**src/rtl/mem_responder_if.sv**
```systemverilog
// Bus bundle between the CPU control unit / host loader and mem_responder.
// master: CPU strobes, address/data buses and host loader inputs (driven toward memory).
// slave:  mem_responder side; returns read data, AR, loader handshake, readback and errors.
interface mem_responder_if #(
  parameter int unsigned AW = 16,
  parameter int unsigned DW = 8
) ();
  logic [1:0]    cpustate;   // 00 idle, 01 IN, 10 CHECK, 11 RUN
  logic [AW-1:0] abus;
  logic [DW-1:0] dbus;
  logic          arload;
  logic          arinc;
  logic          read;
  logic          membus;
  logic          write;
  logic          busmem;
  logic [DW-1:0] mem_dout;
  logic [AW-1:0] ar;
  logic          host_valid;
  logic [DW-1:0] host_data;
  logic          host_ready;
  logic          chk_valid;
  logic [DW-1:0] chk_data;
  logic          load_done;
  logic          range_err;
  logic          par_err;

  modport master (
    output cpustate, abus, dbus, arload, arinc, read, membus, write, busmem,
    output host_valid, host_data,
    input  mem_dout, ar, host_ready, chk_valid, chk_data, load_done, range_err, par_err
  );

  modport slave (
    input  cpustate, abus, dbus, arload, arinc, read, membus, write, busmem,
    input  host_valid, host_data,
    output mem_dout, ar, host_ready, chk_valid, chk_data, load_done, range_err, par_err
  );
endinterface

```
**src/rtl/mem_responder.sv**
```systemverilog
// Memory side of the CPU bus: holds AR, serves CPU read/write strobes (RUN) and the host
// program loader (IN) / readback (CHECK) into a single byte RAM.
// Ports: clk, rst (async, active-high), bus (mem_responder_if.slave: cpustate, abus, dbus,
//   CPU strobes, mem_dout, ar, host_valid/host_data/host_ready, chk_valid/chk_data,
//   load_done, range_err, par_err).
// Optional feature: define MEM_PARITY_EN to store an even-parity bit per byte and flag
//   mismatches on CPU reads and readback responses (sticky par_err). Otherwise par_err = 0.
module mem_responder #(
  parameter int unsigned AW     = 16,
  parameter int unsigned MEM_AW = 8,
  parameter int unsigned DW     = 8
) (
  input logic             clk,
  input logic             rst,
  mem_responder_if.slave  bus
);

  localparam int unsigned Depth = 2 ** MEM_AW;

  typedef enum logic [2:0] {StIdle, StLoad, StCheck, StChkRsp, StDone} state_e;

  state_e              state_q, state_d;
  logic [1:0]          cpustate_q;
  logic [MEM_AW-1:0]   ptr_q, ptr_d;
  logic [AW-1:0]       ar_q, ar_d;
  logic [DW-1:0]       chk_q, chk_d;
  logic                range_err_q, range_err_d;
  logic [DW-1:0]       mem_q [Depth];

  logic                run, in_range, cpu_rd, cpu_wr, cs_stable, ptr_last;
  logic                host_rdy, chk_vld, load_wr, done;
  logic [MEM_AW-1:0]   mem_idx;

  assign run       = (bus.cpustate == 2'b11);
  assign mem_idx   = ar_q[MEM_AW-1:0];
  assign in_range  = (ar_q[AW-1:MEM_AW] == '0);
  assign cpu_rd    = run & bus.read & bus.membus;
  // Any asserted read suppresses a same-cycle write.
  assign cpu_wr    = run & bus.write & bus.busmem & ~bus.read & in_range;
  assign cs_stable = (bus.cpustate == cpustate_q);
  assign ptr_last  = &ptr_q;

  // Address register: arload has priority over arinc; increment wraps naturally.
  always_comb begin
    ar_d = ar_q;
    if (run) begin
      if (bus.arload)     ar_d = bus.abus;
      else if (bus.arinc) ar_d = ar_q + AW'(1);
    end
  end

  assign range_err_d = run & ((bus.read & bus.membus) | (bus.write & bus.busmem)) & ~in_range;

  // Loader / readback FSM.
  always_comb begin
    state_d  = state_q;
    ptr_d    = ptr_q;
    chk_d    = chk_q;
    host_rdy = 1'b0;
    chk_vld  = 1'b0;
    load_wr  = 1'b0;
    done     = 1'b0;
    unique case (state_q)
      StIdle: begin
        if (bus.cpustate == 2'b01) begin
          state_d = StLoad;
          ptr_d   = '0;
        end else if (bus.cpustate == 2'b10) begin
          state_d = StCheck;
          ptr_d   = '0;
        end
      end
      StLoad: begin
        // Withheld in the cycle cpustate moves so a loader write never races a CPU write.
        host_rdy = cs_stable;
        if (host_rdy && bus.host_valid) begin
          load_wr = 1'b1;
          if (ptr_last) state_d = StDone;
          else          ptr_d   = ptr_q + MEM_AW'(1);
        end
      end
      StCheck: begin
        host_rdy = cs_stable;
        if (host_rdy && bus.host_valid) begin
          chk_d   = mem_q[ptr_q];
          state_d = StChkRsp;
        end
      end
      StChkRsp: begin
        chk_vld = 1'b1;
        if (ptr_last) begin
          state_d = StDone;
        end else begin
          ptr_d   = ptr_q + MEM_AW'(1);
          state_d = StCheck;
        end
      end
      StDone: done = 1'b1;
      default: state_d = StIdle;
    endcase
    if (state_q != StIdle && !cs_stable) state_d = StIdle;
  end

  always_ff @(posedge clk or posedge rst) begin
    if (rst) begin
      state_q     <= StIdle;
      cpustate_q  <= 2'b00;
      ptr_q       <= '0;
      ar_q        <= '0;
      chk_q       <= '0;
      range_err_q <= 1'b0;
    end else begin
      state_q     <= state_d;
      cpustate_q  <= bus.cpustate;
      ptr_q       <= ptr_d;
      ar_q        <= ar_d;
      chk_q       <= chk_d;
      range_err_q <= range_err_d;
    end
  end

  // RAM has no reset so contents survive rst.
  always_ff @(posedge clk) begin
    if (load_wr)     mem_q[ptr_q]   <= bus.host_data;
    else if (cpu_wr) mem_q[mem_idx] <= bus.dbus;
  end

  assign bus.mem_dout   = (cpu_rd && in_range) ? mem_q[mem_idx] : '0;
  assign bus.ar         = ar_q;
  assign bus.host_ready = host_rdy;
  assign bus.chk_valid  = chk_vld;
  assign bus.chk_data   = chk_vld ? chk_q : '0;
  assign bus.load_done  = done;
  assign bus.range_err  = range_err_q;

`ifdef MEM_PARITY_EN
  logic par_mem_q [Depth];
  logic chk_par_q, par_err_q, chk_latch, rd_bad, rsp_bad;

  assign chk_latch = (state_q == StCheck) & host_rdy & bus.host_valid;
  assign rd_bad    = cpu_rd & in_range & ((^mem_q[mem_idx]) != par_mem_q[mem_idx]);
  assign rsp_bad   = chk_vld & ((^chk_q) != chk_par_q);

  always_ff @(posedge clk) begin
    if (load_wr)     par_mem_q[ptr_q]   <= ^bus.host_data;
    else if (cpu_wr) par_mem_q[mem_idx] <= ^bus.dbus;
  end

  always_ff @(posedge clk or posedge rst) begin
    if (rst) begin
      chk_par_q <= 1'b0;
      par_err_q <= 1'b0;
    end else begin
      if (chk_latch) chk_par_q <= par_mem_q[ptr_q];
      par_err_q <= par_err_q | rd_bad | rsp_bad;
    end
  end

  assign bus.par_err = par_err_q;
`else
  assign bus.par_err = 1'b0;
`endif

endmodule
```
**src/flat_wrapper.sv**
```systemverilog
// flat-port wrapper written by rule: the top's interface ports become plain ports
module mem_responder_flat 
#(
  parameter int unsigned AW     = 16,
  parameter int unsigned MEM_AW = 8,
  parameter int unsigned DW     = 8
)
  (clk, rst, bus_cpustate, bus_abus, bus_dbus, bus_arload, bus_arinc, bus_read, bus_membus, bus_write, bus_busmem, bus_host_valid, bus_host_data, bus_mem_dout, bus_ar, bus_host_ready, bus_chk_valid, bus_chk_data, bus_load_done, bus_range_err, bus_par_err);
  mem_responder_if #(.AW(AW), .DW(DW)) bus_i ();
  input logic clk;
  input logic rst;
  input wire logic [$bits(bus_i.cpustate)-1:0] bus_cpustate;
  input wire logic [$bits(bus_i.abus)-1:0] bus_abus;
  input wire logic [$bits(bus_i.dbus)-1:0] bus_dbus;
  input wire logic [$bits(bus_i.arload)-1:0] bus_arload;
  input wire logic [$bits(bus_i.arinc)-1:0] bus_arinc;
  input wire logic [$bits(bus_i.read)-1:0] bus_read;
  input wire logic [$bits(bus_i.membus)-1:0] bus_membus;
  input wire logic [$bits(bus_i.write)-1:0] bus_write;
  input wire logic [$bits(bus_i.busmem)-1:0] bus_busmem;
  input wire logic [$bits(bus_i.host_valid)-1:0] bus_host_valid;
  input wire logic [$bits(bus_i.host_data)-1:0] bus_host_data;
  output wire logic [$bits(bus_i.mem_dout)-1:0] bus_mem_dout;
  output wire logic [$bits(bus_i.ar)-1:0] bus_ar;
  output wire logic [$bits(bus_i.host_ready)-1:0] bus_host_ready;
  output wire logic [$bits(bus_i.chk_valid)-1:0] bus_chk_valid;
  output wire logic [$bits(bus_i.chk_data)-1:0] bus_chk_data;
  output wire logic [$bits(bus_i.load_done)-1:0] bus_load_done;
  output wire logic [$bits(bus_i.range_err)-1:0] bus_range_err;
  output wire logic [$bits(bus_i.par_err)-1:0] bus_par_err;
  assign bus_i.cpustate = bus_cpustate;
  assign bus_i.abus = bus_abus;
  assign bus_i.dbus = bus_dbus;
  assign bus_i.arload = bus_arload;
  assign bus_i.arinc = bus_arinc;
  assign bus_i.read = bus_read;
  assign bus_i.membus = bus_membus;
  assign bus_i.write = bus_write;
  assign bus_i.busmem = bus_busmem;
  assign bus_i.host_valid = bus_host_valid;
  assign bus_i.host_data = bus_host_data;
  assign bus_mem_dout = bus_i.mem_dout;
  assign bus_ar = bus_i.ar;
  assign bus_host_ready = bus_i.host_ready;
  assign bus_chk_valid = bus_i.chk_valid;
  assign bus_chk_data = bus_i.chk_data;
  assign bus_load_done = bus_i.load_done;
  assign bus_range_err = bus_i.range_err;
  assign bus_par_err = bus_i.par_err;
  mem_responder #(.AW(AW), .MEM_AW(MEM_AW), .DW(DW)) u_core (.clk(clk), .rst(rst), .bus(bus_i));
endmodule
```
**config.mk**
```make
export PLATFORM = sky130hd
export DESIGN_NAME = mem_responder_flat
export DESIGN_NICKNAME = d
export VERILOG_FILES = /design/src/rtl/mem_responder_if.sv /design/src/rtl/mem_responder.sv /design/src/flat_wrapper.sv
export SDC_FILE = /design/constraint.sdc
export NUM_CORES = 2
export LEC_CHECK = 0
export BUFFER_PORTS_ARGS = -buffer_cell sky130_fd_sc_hd__buf_2
export CAP_MARGIN = 20
export CORE_MARGIN = 3
export CORE_UTILIZATION = 35
export DETAILED_ROUTE_END_ITERATION = 10
export PLACE_DENSITY = 0.6
export SYNTH_ARGS = -nofsm -noshare
export SYNTH_HDL_FRONTEND = slang
export SYNTH_SLANG_ARGS = --single-unit
```
**constraint.sdc**
```tcl
create_clock -name clk -period 14.2 [get_ports clk]
set_input_delay 2.13 -clock clk [delete_from_list [all_inputs] [get_ports clk]]
set_output_delay 2.13 -clock clk [all_outputs]
set_load 0.02 [all_outputs]
```
# --- After elaboration in Yosys (flattened, before gate mapping) ---
# Memory sizes are Yosys's and may differ from the RTL's. A register that Yosys moved wholly into a read port is not among the register bits.
# Cells that the tools add are included.
classes:
  addsub: 2
  bitwise: 13
  n_eq_ne: 15
  n_reduce_logical: 16
  muxes: 30
ops:
  columns: ["operator", "count"]
  rows:
  - ["two-way mux 8 bit", 8]
  - ["two-way mux 16 bit", 2]
  - ["case mux 8 bit (3 select lines)", 1]
  - ["two-way mux 3 bit", 7]
  - ["adder 16 x 1 -> 16 bit, second input constant", 1]
  - ["case mux 3 bit (5 select lines)", 1]
  - ["inequality test 3 x 1 -> 1 bit, second input constant", 4]
  - ["two-way mux 1 bit", 11]
  - ["bitwise AND 1 bit", 10]
  - ["adder 8 x 1 -> 8 bit, second input constant", 1]
  - ["zero test 8 bit", 1]
  - ["AND reduction 8 bit", 1]
  - ["OR reduction 8 bit", 1]
  - ["equality test 3 x 2 -> 1 bit, second input constant", 2]
  - ["nonzero test 3 bit", 2]
  - ["AND reduction 5 bit", 1]
  - ["equality test 2 bit, second input constant", 2]
  - ["inequality test 2 x 1 -> 1 bit, second input constant", 2]
  - ["inequality test 4 x 1 -> 1 bit, second input constant", 1]
  - ["AND reduction 2 bit", 2]
  - ["equality test 3 x 1 -> 1 bit, second input constant", 1]
  - ["equality test 3 bit, second input constant", 1]
  - ["logical AND 1 bit", 3]
  - ["zero test 3 bit", 1]
  - ["other kinds (8)", 9]
totals:
  regBits: 30
  mem_bits_rw: 2048
  inputBits: 43
  word_cells: 82
  out_inout_bits: 37
  mem_count: 1
memory_table:
  columns: ["name", "depth", "word_bits", "read_ports", "rd_ports_with_merged_regs", "write_ports", "line", "text"]
  rows:
  - ["u_core.mem_q", 256, 8, 2, 1, 1, "mem_responder.sv:28", "logic [DW-1:0] mem_q [Depth];"]

# --- Depth between registers and ports, before layout ---
depth:
  depth_word: 10
  depth_mapped: 14
  mapped_depth_nobuf: 7

# --- Worst setup path before layout ---
# Ideal clock, no wire load.
synth_timing:
  kind: "input-to-reg"
  start: "input port bus_cpustate[0]"
  end: "memory u_core.mem_q[0][0] (data pin)"
  slack_ns: 7.053
  path_buffers: 2
  arrival_ns: 6.323
  required_time_ns: 13.375
  setup_ns: 0.825
  cell_stages: 7
  path_cell_list: "xnor2_1 > and2_0 > clkbuf_1 > a311o_1 > buf_2 > nand2_1 > nand2_1"
synth_between:
  elab_chain_cells: 10
  elab_cells_between_ends: 14
  cone_classes: "eq/ne: 2; mux: 6; bitwise: 4; reduce/logical: 2"
synth_rtl:
  columns: ["element", "line", "text"]
  rows:
  - ["from (decl)", "flat_wrapper.sv:12", "input wire logic [$bits(bus_i.cpustate)-1:0] bus_cpustate;"]
  - ["equality test 2 bit", "mem_responder.sv:34", "assign run = (bus.cpustate == 2'b11);"]
  - ["bitwise AND 1 bit (4 in series)", "mem_responder.sv:39", "assign cpu_wr = run & bus.write & bus.busmem & ~bus.read & in_range;"]
  - ["two-way mux 1 bit", "mem_responder.sv:125", "else if (cpu_wr) mem_q[mem_idx] <= bus.dbus;"]
  - ["two-way mux 1 bit *", "mem_responder.sv:124", "if (load_wr) mem_q[ptr_q] <= bus.host_data;"]
  - ["two-way mux 1 bit (not written as such) *", "mem_responder.sv:125", null]
  - ["OR reduction 8 bit (no line) *", null, null]
  - ["two-way mux 8 bit (no line) *", null, null]
  - ["to (decl)", "mem_responder.sv:28", null]
# Mark *: on every way between the ends. The rest lies on a longest branch, timed or not.

# --- Worst setup path after layout ---
layout_timing:
  start: "register u_core.ar_q[1] (netlist: u_core.bus.ar[1])"
  end: "output port bus_mem_dout[4]"
layout_between:
  elab_chain_cells: 2
layout_rtl:
  columns: ["element", "line", "text"]
  rows:
  - ["from (decl)", "mem_responder.sv:25", "logic [AW-1:0] ar_q, ar_d;"]
  - ["from (signal assigned)", "mem_responder.sv:116", "ar_q <= ar_d;"]
  - ["memory read (256 x 8 bit)", null, null]
  - ["two-way mux 8 bit", "mem_responder.sv:128", "assign bus.mem_dout = (cpu_rd && in_range) ? mem_q[mem_idx] : '0;"]
  - ["to (decl)", "flat_wrapper.sv:23", "output wire logic [$bits(bus_i.mem_dout)-1:0] bus_mem_dout;"]
# No other way between the ends.

==> results.tsv <==
stage	metric	value	unit
pwr	Lkg Pwr	0.0332	uW
pwr	final total power	17500	uW
worst_setup_path	worst path cell trace	buf_4 > buf_12 > mux4_2 > mux4_2 > o21ai_0 > a21oi_1 > o211ai_1 > o31ai_1 > buf_2	
pwr	sequential power share	39.6	%
worst_setup_path	CP most frequent cell	mux4_2	
pwr	Clock power frac	31.9	%
timing	Slew Viols, Final	0	
pwr	Logic pwr share	28.5	%
detailed_routing	DR vias	57400	
clock_tree	CTS sink cnt	2086	
yosys	Post-Synth Simple-Gate Area	3.18	%
final_layout	area added between synthesis and finish	12.1	%
worst_setup_path	slowest stage delay, CP	0.93	ns
clock_tree	cts repair resizes	0	
global_routing	gr usage total	22.6	%
placement	gpl congestion	0.912	
worst_setup_path	worst path required time	12.07	ns
job	Max Cap Viol	0	
detailed_routing	DRC errors left	0	
final_layout	layout cells sized above 1	32.9	%
pwr	Net Sw Frac	30.3	%
outcome	outcome	complete, no violations	
detailed_routing	wire per inst	36.4	microns
pwr	Peak VDD IR	0.226	mV
yosys	Synth Net Count	5102	
pwr	P per Cell Area	159	nW/um^2
yosys	Avg Cell Area, Syn	19.5	sq um
yosys	ys async rst share	1.82	%
worst_setup_path	CP Data Arrival Time	6.50	ns
timing	endpoints failing setup	0	
yosys	Synth Cell Area	98500	sq um
worst_setup_path	crit start category	flip-flop	
final_layout	Final Non-Filler Cells	9090	
floorplanning	core area	280000	sq um
floorplanning	Die ar.	288000	sq um
worst_setup_path	critical path class	flip-flop to output pin	
timing	setup TNS	0	ns
yosys	Seq/Total Area, Yosys	63.4	%
floorplanning	Top Ports	80	
yosys	EDFF count, synth	2048	
worst_setup_path	Crit Path Max Fanout	117	
timing	Final Skew	0.0691	ns
clock_tree	hold-fix buffers at CTS	0	
clock_tree	clock root buffer	clkbuf_16	
final_layout	Layout Nets	5235	
global_routing	initial antenna violation count	18	
global_routing	first-pass GRT wire length	458	mm
floorplanning	Die Height	536	microns
timing	worst setup margin	5.57	ns
yosys	synth warn	0	
yosys	compound-gate portion of the synthesized area	3.41	%
timing	Hold Slack	0.607	ns
clock_tree	Longest Clk Path Bufs	4	
global_routing	total grt overflow	0	
detailed_routing	Post-Route WL	331	mm
detailed_routing	Vias per Instance	6.32	
detailed_routing	Routed Antenna Nets	0	
clock_tree	worst-skew pair later-pin latency	0.89	ns
placement	dpl ws	6.70	ns
clock_tree	Post-CTS Setup Bufs	0	
min_path	worst hold path class	flip-flop to flip-flop	
final_layout	Fillers	24900	
placement	DP HPWL	213	mm
yosys	largest family of logic cells by synthesized area	multiplexers	
yosys	post-synthesis mux area share	27.4	%
yosys	Adder-Cell Fraction of Synth Area	0.0635	%
detailed_routing	Iteration-0 DRC Markers	8400	
yosys	distinct cell type count after synthesis	75	
global_routing	pin count of the biggest net entering global routing	121	
clock_tree	clk slew on worst S/H paths	0.06	ns
clock_tree	CTS tree	built	
clock_tree	CTS H-tree depth	4	
timing	Worst Tran Pin Value	1.29	ns
timing	final hold violation count	0	
pwr	switching pwr	5310	uW
floorplanning	row count	194	
yosys	Syn Inst Count	5054	
timing	part of the cycle the worst path needs	60.8	%
detailed_routing	DR pass1 iterations	6	
floorplanning	Starting Density	35.2	%
timing	RSZ-0062 raised after global routing	false	
worst_setup_path	crit path capture type	output pin	
placement	DP Cell Count	8670	
yosys	#FFs+latches synth	2086	
global_routing	vias in the first global route	56400	
timing	Slew HR	14.3	%
placement	number of port buffers	78	
timing	FMAX	0.116	GHz
clock_tree	CTS Buf Count	216	
timing	Tmin final	8.63	ns
worst_setup_path	CP max stage cell	dfrtp_4	
pwr	Int Power	12200	uW
yosys	prevailing post-synth register cell	edfxtp_1	
yosys	xor and xnor area share after synthesis	0.0711	%
floorplanning	die width	536	microns
critical path: cells and delay by family, from the launching register on:
kind | cells | cell delay [ns]
compound gates | 4 | 1.72
buf+inv | 3 | 1.61
mux | 2 | 1.01
flops | 1 | 0.93
Yosys cell counts, types with 9 or more instances:
master | instances | area [sq um]
nand4_1 | 12 | 75.1
buf_6 | 43 | 484
nor2b_1 | 17 | 106
nor3_1 | 26 | 130
mux2i_1 | 215 | 2150
nand2b_1 | 11 | 68.8
nor2_1 | 342 | 1280
mux4_2 | 1081 | 24300
a221oi_1 | 30 | 263
mux4_1 | 13 | 342
edfxtp_1 | 2048 | 61500
o21ai_1 | 13 | 65.1
o21ai_0 | 67 | 335
o211ai_1 | 20 | 150
inv_1 | 12 | 45.0
buf_2 | 119 | 596
buf_4 | 47 | 353
mux2_2 | 11 | 124
a31oi_1 | 18 | 113
nand3b_1 | 13 | 97.6
o221ai_1 | 9 | 78.8
a21oi_1 | 89 | 445
and2_1 | 13 | 81.3
dfrtp_1 | 38 | 951
buf_1 | 30 | 113
nand3_1 | 81 | 405
nand2_1 | 170 | 638
o31ai_1 | 11 | 82.6
a22o_1 | 10 | 87.6
a22oi_1 | 102 | 766
o22ai_1 | 31 | 194
clkbuf_1 | 154 | 578
o22a_1 | 11 | 96.3
a211oi_1 | 20 | 150
stage by stage:
step	utilization (%)	cell area [sq um]
2_1_floorplan	-	98500
3_3_place_gp	36.8	103000
3_5_place_dp	36.9	103000
4_1_cts	39.4	110000
5_1_grt	39.5	110000
6_report	39.5	110000
per-layer routing:
layer	part of all wire [%]	routed length, microns	GRT usage, %
met5	0.015	50	0
met4	6.1	20200	12.0
met3	11	36300	5.96
met2	46	152000	34.5
met1	37	122000	29.7
power by group through the flow:
stage	Combinational (uW)	Clock (uW)	Sequential, uW
detailed placement	4930	0	7080
finish	4990	5590	6950
CTS	4940	5650	6950
global route	5180	5890	6950
floorplan	3660	0	6980
global placement	4920	0	7080
layout make-up:
| type | count | area (sq um) | share of cell area, % |
|---|---|---|---|
| antenna | 16 | 40.0 | 0.0363 |
| clock buffer | 252 | 5600 | 5.08 |
| clock inverter | 129 | 1170 | 1.06 |
| inverter | 17 | 68.8 | 0.0623 |
| multi-input combinational | 2543 | 33700 | 30.6 |
| sequential | 2086 | 62500 | 56.6 |
| tap | 3724 | 4660 | 4.22 |
| timing repair buffer | 323 | 2650 | 2.40 |
registers in the layout (all words and copies together), names as in the netlist:
register,count
u_core.ptr_q,8
u_core.bus.ar,16
u_core.mem_q,2048
u_core.chk_q,8
u_core.cpustate_q,2
u_core.bus.range_err,1
u_core.state_q,3
kinds of logic (layout without fill, tap and decap cells):
group / after synthesis / count (layout)
multiplexers: 1321 / 1321
adder cells (fa/ha/maj): 5 / 5
AND/OR/NAND/NOR: 720 / 720
AO/OA/AOI/OAI: 488 / 488
flip-flops: 2086 / 2086
buffers and inverters: 425 / 721
other: 1 / 17
XOR/XNOR: 8 / 8
layout by cell type, fill, tap and decap left out, types with 12 or more instances in the layout:
cell type	count
nand2_1	162
o211ai_1	20
nor2b_1	13
clkinv_2	39
clkbuf_16	219
buf_12	14
o21ai_0	64
buf_4	191
a31oi_1	18
nand3_1	81
nand3b_1	13
bufinv_16	20
a21oi_1	89
nand4_1	12
buf_2	78
mux4_1	13
nor3_1	25
edfxtp_1	2048
mux2i_1	215
clkinv_1	53
a211oi_1	20
o21ai_1	16
mux4_2	1081
clkinvlp_4	13
nor2_1	338
a221oi_1	30
diode_2	16
o22ai_1	31
dfrtp_1	26
clkbuf_1	33
buf_6	32
a22oi_1	102
path summary, 6_finish.rpt:
| path | slack [ns] | startpoint | end | depth (start not counted) |
|---|---|---|---|---|
| worst max-delay path | 5.57 | u_core.bus.ar[1]$_DFFE_PP0P_ | bus_mem_dout[4] | 9 |
| worst min-delay path | 0.61 | u_core.bus.ar[15]$_DFFE_PP0P_ | u_core.bus.ar[15]$_DFFE_PP0P_ | 1 |
| worst max register to register | 8.73 | u_core.bus.ar[1]$_DFFE_PP0P_ | u_core.mem_q[10][5]$_DFFE_PP_ | 7 |
| worst min register to register | 0.61 | u_core.bus.ar[15]$_DFFE_PP0P_ | u_core.bus.ar[15]$_DFFE_PP0P_ | 1 |
| max in group asynchronous | 12.13 | rst | u_core.ptr_q[2]$_DFFE_PP0P_ | 3 |
| min in group asynchronous | 1.43 | rst | u_core.bus.ar[15]$_DFFE_PP0P_ | 3 |
Note: power is estimated with default switching activity, not from simulation.
